--- config.mk ---
export PLATFORM = sky130hd
export DESIGN_NAME = bkm_iter_engine
export DESIGN_NICKNAME = d
export VERILOG_FILES = /design/src/rtl/bkm_iter_engine.sv
export SDC_FILE = /design/constraint.sdc
export NUM_CORES = 1
export LEC_CHECK = 0
export ABC_AREA = 1
export BUFFER_PORTS_ARGS = -buffer_cell sky130_fd_sc_hd__buf_4
export CORE_ASPECT_RATIO = 1.1
export CORE_UTILIZATION = 60
export CTS_CLUSTER_SIZE = 25
export DETAILED_ROUTE_END_ITERATION = 16
export GPL_ROUTABILITY_DRIVEN = 0
export PLACE_DENSITY = 0.85
export SLEW_MARGIN = 20
export SYNTH_ARGS = -nofsm -noshare
export SYNTH_HDL_FRONTEND = slang
export SYNTH_SLANG_ARGS = --single-unit
--- constraint.sdc ---
create_clock -name clk -period 10.9 [get_ports clk]
set_input_delay 1.09 -clock clk [delete_from_list [all_inputs] [get_ports clk]]
set_output_delay 1.09 -clock clk [all_outputs]
set_load 0.01 [all_outputs]
--- src/rtl/bkm_iter_engine.sv ---
// Iterative BKM E-mode engine: one BKM step per enabled clock on Q2.F complex operands,
// with internal digit selection, an external LUT read port and a sticky X/Y overflow flag.
module bkm_iter_engine #(
   parameter int W     = 16,
   parameter int N     = 12,
   parameter int LOG2N = 4
) (
   input  logic             clk,
   input  logic             arst,
   input  logic             ena,
   input  logic             start,
   input  logic [LOG2N-1:0] iters,
   input  logic [W-1:0]     X0,
   input  logic [W-1:0]     Y0,
   input  logic [W-1:0]     u0,
   input  logic [W-1:0]     v0,
   output logic [LOG2N-1:0] lut_n,
   output logic [1:0]       lut_dx,
   output logic [1:0]       lut_dy,
   input  logic [W-1:0]     lut_u,
   input  logic [W-1:0]     lut_v,
   output logic [W-1:0]     X,
   output logic [W-1:0]     Y,
   output logic [W-1:0]     u,
   output logic [W-1:0]     v,
   output logic             busy,
   output logic             done,
   output logic             ovf
);
   localparam int F = W - 2;

   typedef enum logic [1:0] {S_IDLE = 2'd0, S_RUN = 2'd1, S_DONE = 2'd2} state_t;

   state_t           state_q, state_d;
   logic [W-1:0]     x_q, x_d, y_q, y_d, u_q, u_d, v_q, v_d;
   logic [LOG2N-1:0] n_q, n_d, iters_q, iters_d;
   logic             busy_q, busy_d, done_q, done_d, ovf_q, ovf_d;

   // Digit threshold h_n = 2^max(F-n-1, 0)
   int               h_shamt;
   logic signed [W-1:0] h_n;
   always_comb begin
      h_shamt = F - 1 - int'(n_q);
      if (h_shamt < 0) h_shamt = 0;
      h_n = {{(W-1){1'b0}}, 1'b1} << h_shamt;
   end

   logic dx_pos, dx_neg, dy_pos, dy_neg, dx_any, dy_any;
   assign dx_pos = $signed(u_q) >= h_n;
   assign dx_neg = $signed(u_q) <= -h_n;
   assign dy_pos = $signed(v_q) >= h_n;
   assign dy_neg = $signed(v_q) <= -h_n;
   assign dx_any = dx_pos | dx_neg;
   assign dy_any = dy_pos | dy_neg;

   logic signed [W-1:0] sx, sy;
   assign sx = $signed(x_q) >>> n_q;
   assign sy = $signed(y_q) >>> n_q;

   // Returns {overflow, wrapped result} of a W-bit signed add or subtract.
   function automatic logic [W:0] addsub(input logic [W-1:0] a, input logic [W-1:0] b,
                                         input logic sub);
      logic [W-1:0] r;
      logic         o;
      r = sub ? (a - b) : (a + b);
      o = sub ? ((a[W-1] != b[W-1]) && (r[W-1] != a[W-1]))
              : ((a[W-1] == b[W-1]) && (r[W-1] != a[W-1]));
      return {o, r};
   endfunction

   // A zero digit selects a zero operand, which can never overflow.
   logic [W-1:0] x_t, y_t, x_new, y_new;
   logic [3:0]   step_ovf;
   assign {step_ovf[0], x_t}   = addsub(x_q, dx_any ? sx : '0, dx_neg);
   assign {step_ovf[1], x_new} = addsub(x_t, dy_any ? sy : '0, dy_pos);
   assign {step_ovf[2], y_t}   = addsub(y_q, dx_any ? sy : '0, dx_neg);
   assign {step_ovf[3], y_new} = addsub(y_t, dy_any ? sx : '0, dy_neg);

   logic [LOG2N-1:0] iters_eff;
   assign iters_eff = (iters == '0 || iters > LOG2N'(N)) ? LOG2N'(N) : iters;

   always_comb begin
      state_d = state_q;
      x_d     = x_q;
      y_d     = y_q;
      u_d     = u_q;
      v_d     = v_q;
      n_d     = n_q;
      iters_d = iters_q;
      ovf_d   = ovf_q;
      case (state_q)
         S_RUN: begin
            if (ena) begin
               x_d   = x_new;
               y_d   = y_new;
               ovf_d = ovf_q | (|step_ovf);
               if (dx_any || dy_any) begin
                  u_d = u_q - lut_u;
                  v_d = v_q - lut_v;
               end
               if (n_q == iters_q) state_d = S_DONE;
               else                n_d     = n_q + LOG2N'(1);
            end
         end
         default: begin
            // IDLE and DONE both accept a start, allowing back-to-back operations.
            state_d = S_IDLE;
            if (start) begin
               x_d     = X0;
               y_d     = Y0;
               u_d     = u0;
               v_d     = v0;
               iters_d = iters_eff;
               n_d     = LOG2N'(1);
               ovf_d   = 1'b0;
               state_d = S_RUN;
            end
         end
      endcase
      busy_d = (state_d == S_RUN);
      done_d = (state_d == S_DONE);
   end

   always_ff @(posedge clk) begin
      if (arst) begin
         state_q <= S_IDLE;
         x_q     <= '0;
         y_q     <= '0;
         u_q     <= '0;
         v_q     <= '0;
         n_q     <= '0;
         iters_q <= '0;
         busy_q  <= 1'b0;
         done_q  <= 1'b0;
         ovf_q   <= 1'b0;
      end else begin
         state_q <= state_d;
         x_q     <= x_d;
         y_q     <= y_d;
         u_q     <= u_d;
         v_q     <= v_d;
         n_q     <= n_d;
         iters_q <= iters_d;
         busy_q  <= busy_d;
         done_q  <= done_d;
         ovf_q   <= ovf_d;
      end
   end

   // LUT address is driven only while running so the table sees a quiet bus otherwise.
   assign lut_n  = busy_q ? n_q : '0;
   assign lut_dx = busy_q ? (dx_pos ? 2'b01 : (dx_neg ? 2'b11 : 2'b00)) : 2'b00;
   assign lut_dy = busy_q ? (dy_pos ? 2'b01 : (dy_neg ? 2'b11 : 2'b00)) : 2'b00;

   assign X    = x_q;
   assign Y    = y_q;
   assign u    = u_q;
   assign v    = v_q;
   assign busy = busy_q;
   assign done = done_q;
   assign ovf  = ovf_q;
endmodule

==> results.cfg, run 1 <==
[yosys]
synthDistinctLibCells = 60
ys.flop_type = dfxtp_1
async_flop_share = 0
synth_cells = 1934
yosysWarnings = 0
synth_area_per_cell_um2 = 6.22
synth_area_leaders = ha_1 (16%), dfxtp_1 (13%), nand2_1 (13%)
synth_area_leader_cell = ha_1
synth.top_cell.area_share = 0.164
synth_edf_count = 0
synth_most_common_cell = nand2_1
ys_seq_area_frac = 0.128
syn-cell-area_mm2 = 0.0120
synth_seq_cells = 77
synth_common_cells = nand2_1 (406), inv_1 (249), nor2_1 (191), o21ai_0 (180), a21oi_1 (178)

[clock_tree]
cts.clk_slew.worst_paths_ns = 0.07
cts_made_buffers = 9
cts_setup_buffers = 0
cts_hold_buf = 0
cts.sinks = 77
cts_resized = 0
h-tree-depth = 3
clockBufferDepth = 2
cts-root-buf = clkbuf_16
clock_latency_ns = 0.36
cts_tree = built

[run]
drv_cap = 0

[floorplanning]
initial_utilization = 0.621
core_mm2 = 0.0194
num_rows = 53
die_area_mm2 = 0.0206
ios = 179
fp.dieH_um = 150
die_w_um = 137

[drt]
viasPerCell = 5.88
wirelength_um = 35600
ant_nets = 0
drt_iter0_markers = 1049
num_vias = 13580
drt_first_pass_iters = 6
drc_errors = 0
detail_route.wl_per_cell_um = 15.4

[worst_setup_path]
cp-start-kind = flop
reg2reg_slack_ns = 1.75
worstSetupPathType = flop to flop
worst-path-max-fanout = 43
critPathSlowestCell = dfxtp_1
cp_data_required_time_ns = 11.13
worstPathArrival_ns = 9.39
end_kind = flop
critical-path-top-cell-by-count = nand2_1
max_stage_delay_ns = 0.80

[timing]
timing.fmax_ghz = 0.109
hold_viol = 0
period_share = 0.840
tightest_slew_ns = 1.03
rsz0062_at_grt = no
maxSlewViolCount = 0
min_period_ns = 9.15
fin_tns_setup_ns = 0
skew_ns = 0.00943
slew_headroom = 0.308
final-setup-viol-count = 0

[cells_and_area]
areaGrowthSynthToFinish_pct = 14.1
fin_util = 0.709
drive_above_1_share = 0.122
nets = 2324
diodes = 0

[placement]
dp_hpwl_um = 27300
io_buffers = 178

[global_route]
grt_start_max_net_pins = 93
grt_overflow_total = 0
grt_use_total = 0.347
grt_pass1_vias = 12613
antenna_found_initial = 0
grt_pass1_wl_um = 57200

[hold_path]
worstHoldPathType = flop to flop

[outcome]
outcome = finished, final reports clean
per-layer routing:
| layer | part of all wire | vias to the layer above | wire length, um | GRT usage |
|---|---|---|---|---|
| li1 | - | 6714 | - | - |
| met1 | 0.39 | 6136 | 14000 | 0.380 |
| met2 | 0.48 | 559 | 17200 | 0.617 |
| met3 | 0.060 | 171 | 2140 | 0.0502 |
| met4 | 0.063 | 0 | 2250 | 0.229 |
| met5 | 0 | - | 0 | 0 |
placed cells by master, fill, tap and decap left out, types with 6 or more instances in the layout:
| cell | netlist | final |
|---|---|---|
| nor2_1 | 191 | 190 |
| xnor2_1 | 35 | 35 |
| o21ai_1 | 6 | 6 |
| nor4_1 | 6 | 6 |
| fa_1 | 6 | 6 |
| inv_1 | 249 | 247 |
| xor2_1 | 84 | 84 |
| nand2_2 | 6 | 6 |
| a31oi_1 | 35 | 35 |
| nor3_1 | 7 | 7 |
| ha_1 | 158 | 158 |
| o41ai_1 | 9 | 9 |
| mux2i_1 | 10 | 10 |
| o211ai_1 | 6 | 6 |
| nand2_1 | 406 | 406 |
| nand3_2 | 6 | 6 |
| nand3_1 | 70 | 70 |
| nand4_1 | 14 | 14 |
| inv_2 | 9 | 11 |
| a21oi_1 | 178 | 178 |
| clkbuf_16 | 0 | 9 |
| buf_4 | 1 | 185 |
| a211oi_1 | 16 | 16 |
| dfxtp_1 | 77 | 76 |
| o21bai_1 | 15 | 15 |
| a221oi_1 | 9 | 9 |
| o21ai_0 | 180 | 180 |
| nand3b_1 | 7 | 7 |
sequential cells by signal, summed over array words and instances (netlist names):
signal,flops
u,16
ovf,1
Y,16
busy,1
done,1
state_q,2
n_q,4
iters_q,4
X,16
v,16
worst max-delay path: cells and delay by family, from the launching register on:
| family | cells | cell delay [ns] |
|---|---|---|
| AO/OA/AOI/OAI | 12 | 1.95 |
| flip-flops | 1 | 0.80 |
| AND/OR/NAND/NOR | 27 | 3.43 |
| adder cells (fa/ha/maj) | 5 | 1.38 |
| buffers and inverters | 5 | 0.70 |
| XOR/XNOR | 4 | 0.70 |
logic make-up (layout without fill, tap and decap cells):
| kind of cell | after synthesis | after routing | share of synthesized area |
|---|---|---|---|
| XOR/XNOR | 119 | 119 | 0.0867 |
| adder cells (fa/ha/maj) | 164 | 164 | 0.174 |
| AO/OA/AOI/OAI | 490 | 490 | 0.232 |
| AND/OR/NAND/NOR | 738 | 738 | 0.261 |
| buffers and inverters | 335 | 461 | 0.110 |
| multiplexers | 10 | 10 | 0.00832 |
| flip-flops | 77 | 77 | 0.128 |
| other | 1 | 2 | 0.000312 |
area by class of cell:
class | instances | area (um2)
Fill cell | 1721 | 5640
Tap cell | 247 | 309
Inverter | 260 | 976
Clock buffer | 10 | 229
Timing Repair Buffer | 185 | 1390
Clock inverter | 6 | 95.1
Multi-Input combinational cell | 1523 | 9180
Sequential cell | 77 | 1540
final timing paths:
| path | start | end | cells past startpoint |
|---|---|---|---|
| min reg2reg | Y[14]$_SDFFE_PP0P_ | Y[14]$_SDFFE_PP0P_ | 2 |
| min | Y[14]$_SDFFE_PP0P_ | Y[14]$_SDFFE_PP0P_ | 2 |
| max | n_q[3]$_SDFFE_PP0P_ | ovf$_SDFFE_PP0P_ | 53 |
| max reg2reg | n_q[3]$_SDFFE_PP0P_ | ovf$_SDFFE_PP0P_ | 53 |
metrics by stage:
stage          area (um2)  cells  hold slack [ns]  setup WS [ns]
2_1_floorplan       12000   1935            0.465           3.39
3_3_place_gp        13400   2292            0.496           2.18
3_5_place_dp        13400   2292            0.490           1.82
4_1_cts             13700   2308            0.536           1.69
5_1_grt             13700   2308            0.573          0.806
6_report            13700   2308            0.533           1.75
Power of run 1 is not shown: default switching activity piles up to over one toggle a cycle in this logic, so the estimate is an artifact.
==> inputs of run 2 (changes only) <==
--- a/config.mk
+++ b/config.mk
@@ -8,11 +8,11 @@
 export ABC_AREA = 1
 export BUFFER_PORTS_ARGS = -buffer_cell sky130_fd_sc_hd__buf_4
 export CORE_ASPECT_RATIO = 1.1
-export CORE_UTILIZATION = 60
+export CORE_UTILIZATION = 54
 export CTS_CLUSTER_SIZE = 25
 export DETAILED_ROUTE_END_ITERATION = 16
 export GPL_ROUTABILITY_DRIVEN = 0
-export PLACE_DENSITY = 0.85
+export PLACE_DENSITY = 0.81
 export SLEW_MARGIN = 20
 export SYNTH_ARGS = -nofsm -noshare
 export SYNTH_HDL_FRONTEND = slang
==> constraint.sdc (replaced) <==
create_clock -name clk -period 7.55 [get_ports clk]
set_input_delay 0.755 -clock clk [delete_from_list [all_inputs] [get_ports clk]]
set_output_delay 0.755 -clock clk [all_outputs]
set_load 0.01 [all_outputs]
==> results.cfg, run 2 (synthesized netlist as in run 1, its figures left out) <==
[drt]
num_vias = 13714
viasPerCell = 5.73
drc_errors = 0
detail_route.wl_per_cell_um = 15.5
wirelength_um = 37100
drt_first_pass_iters = 6
drt_iter0_markers = 1273
ant_nets = 0

[cells_and_area]
layout_commonest_cell = nand2_1
areaGrowthSynthToFinish_pct = 19.7
final_cell_mix = nand2_1 (391), inv_1 (247), buf_4 (220)
nets = 2365
drive_above_1_share = 0.167
diodes = 0
finalInstanceArea_mm2 = 0.0144

[worst_setup_path]
endpoint = ovf$_SDFFE_PP0P_
reg2reg_to = ovf$_SDFFE_PP0P_
reg2reg_from = n_q[1]$_SDFFE_PP0P_
worst-path-buf-inv = 7
cp.depth = 51
worstPathArrival_ns = 7.67
max_stage_delay_ns = 0.40
startpoint = n_q[1]$_SDFFE_PP0P_
reg2reg_slack_ns = 0.12
end_kind = flop
cp-start-kind = flop
critPathSlowestCell = dfxtp_4
worstSetupPathType = flop to flop
rr_worst_depth = 51
cp_data_required_time_ns = 7.79
worst-path-max-fanout = 16
crit_family = simple AND/OR/NAND/NOR gates
critical-path-top-cell-by-count = nand2_1

[clock_tree]
clock_latency_ns = 0.36
clockBufferDepth = 2
cts_made_buffers = 9
h-tree-depth = 3
cts.clk_slew.worst_paths_ns = 0.07
cts.sinks = 77
cts_tree = built
cts-root-buf = clkbuf_16
cts_hold_buf = 0

[placement]
io_buffers = 178
dp_hpwl_um = 28100
place_area_mm2 = 0.0136

[timing]
rsz0062_at_grt = yes
period_share = 0.984
min_period_ns = 7.43
timing.fmax_ghz = 0.135
tightest_slew_ns = 0.941
skew_ns = 0.00886
slew_headroom = 0.373
final-setup-viol-count = 0
hold_viol = 0
maxSlewViolCount = 0

[floorplanning]
fp.dieH_um = 159
die_area_mm2 = 0.0229
die_w_um = 144
num_rows = 56
ios = 179
core_mm2 = 0.0216
initial_utilization = 0.557

[hold_path]
worstHoldPathType = flop to flop

[global_route]
grt_overflow_total = 0
grt_start_max_net_pins = 92
grt_pass1_vias = 12477
grt_pass1_wl_um = 57500
grt_use_total = 0.314
antenna_found_initial = 0

[outcome]
outcome = finished, final reports clean

[run]
drv_cap = 0
-- run 2: worst min-delay path by stage --
stage | from | endpoint | slack [ns] | depth (start not counted)
2_1_floorplan | iters_q[3]$_SDFFE_PP0P_ | iters_q[3]$_SDFFE_PP0P_ | 0.47 | 2
3_3_place_gp | iters_q[3]$_SDFFE_PP0P_ | iters_q[3]$_SDFFE_PP0P_ | 0.48 | 2
3_5_place_dp | iters_q[3]$_SDFFE_PP0P_ | iters_q[3]$_SDFFE_PP0P_ | 0.48 | 2
4_1_cts | iters_q[3]$_SDFFE_PP0P_ | iters_q[3]$_SDFFE_PP0P_ | 0.49 | 2
5_1_grt | iters_q[2]$_SDFFE_PP0P_ | iters_q[2]$_SDFFE_PP0P_ | 0.53 | 2
6_report | iters_q[3]$_SDFFE_PP0P_ | iters_q[3]$_SDFFE_PP0P_ | 0.49 | 2
-- run 2: metrics by stage --
step,std cells,utilization,hold WS [ns],worst slack [ns],TNS (ns)
after floorplan,1935,-,0.465,0.0402,0
after global placement,2356,0.631,0.479,0.212,0
after detailed placement,2356,0.631,0.484,-0.107,-0.119
after CTS,2372,0.645,0.493,0.00148,0
after global routing,2392,0.667,0.532,-0.495,-1.32
final,2392,0.667,0.491,0.120,0
-- run 2: area by class of cell --
type	instances	area, um2
Clock inverter	6	70.1
Inverter	260	976
Clock buffer	10	229
Timing Repair Buffer	226	1750
Tap cell	290	363
Sequential cell	77	1550
Fill cell	1997	7180
Multi-Input combinational cell	1523	9460
-- run 2: metal layers --
metal  up-vias  track usage  share of wire
met5         -            0              0
met4         0        0.189          0.057
met3       151       0.0394          0.059
met2       554        0.562           0.49
met1      6208        0.355           0.39
li1       6801            -              -
-- run 2: repair_timing --
| action | 4_1_cts | 5_1_grt |
|---|---|---|
| gates resized for setup | 4 | 82 |
| endpoints found under the hold margin | 0 | 0 |
| buffers inserted | 0 | 19 |
| gates cloned | 0 | 1 |
| pin swaps | 0 | 45 |
| setup endpoints to repair | 2 | 11 |
-- run 2: worst min-delay path: stages (launching register included) --
cell and delay [ns]:
dfxtp_1 0.31, inv_1 0.06, a221oi_1 0.07
Power of run 2 is left out for the same reason.
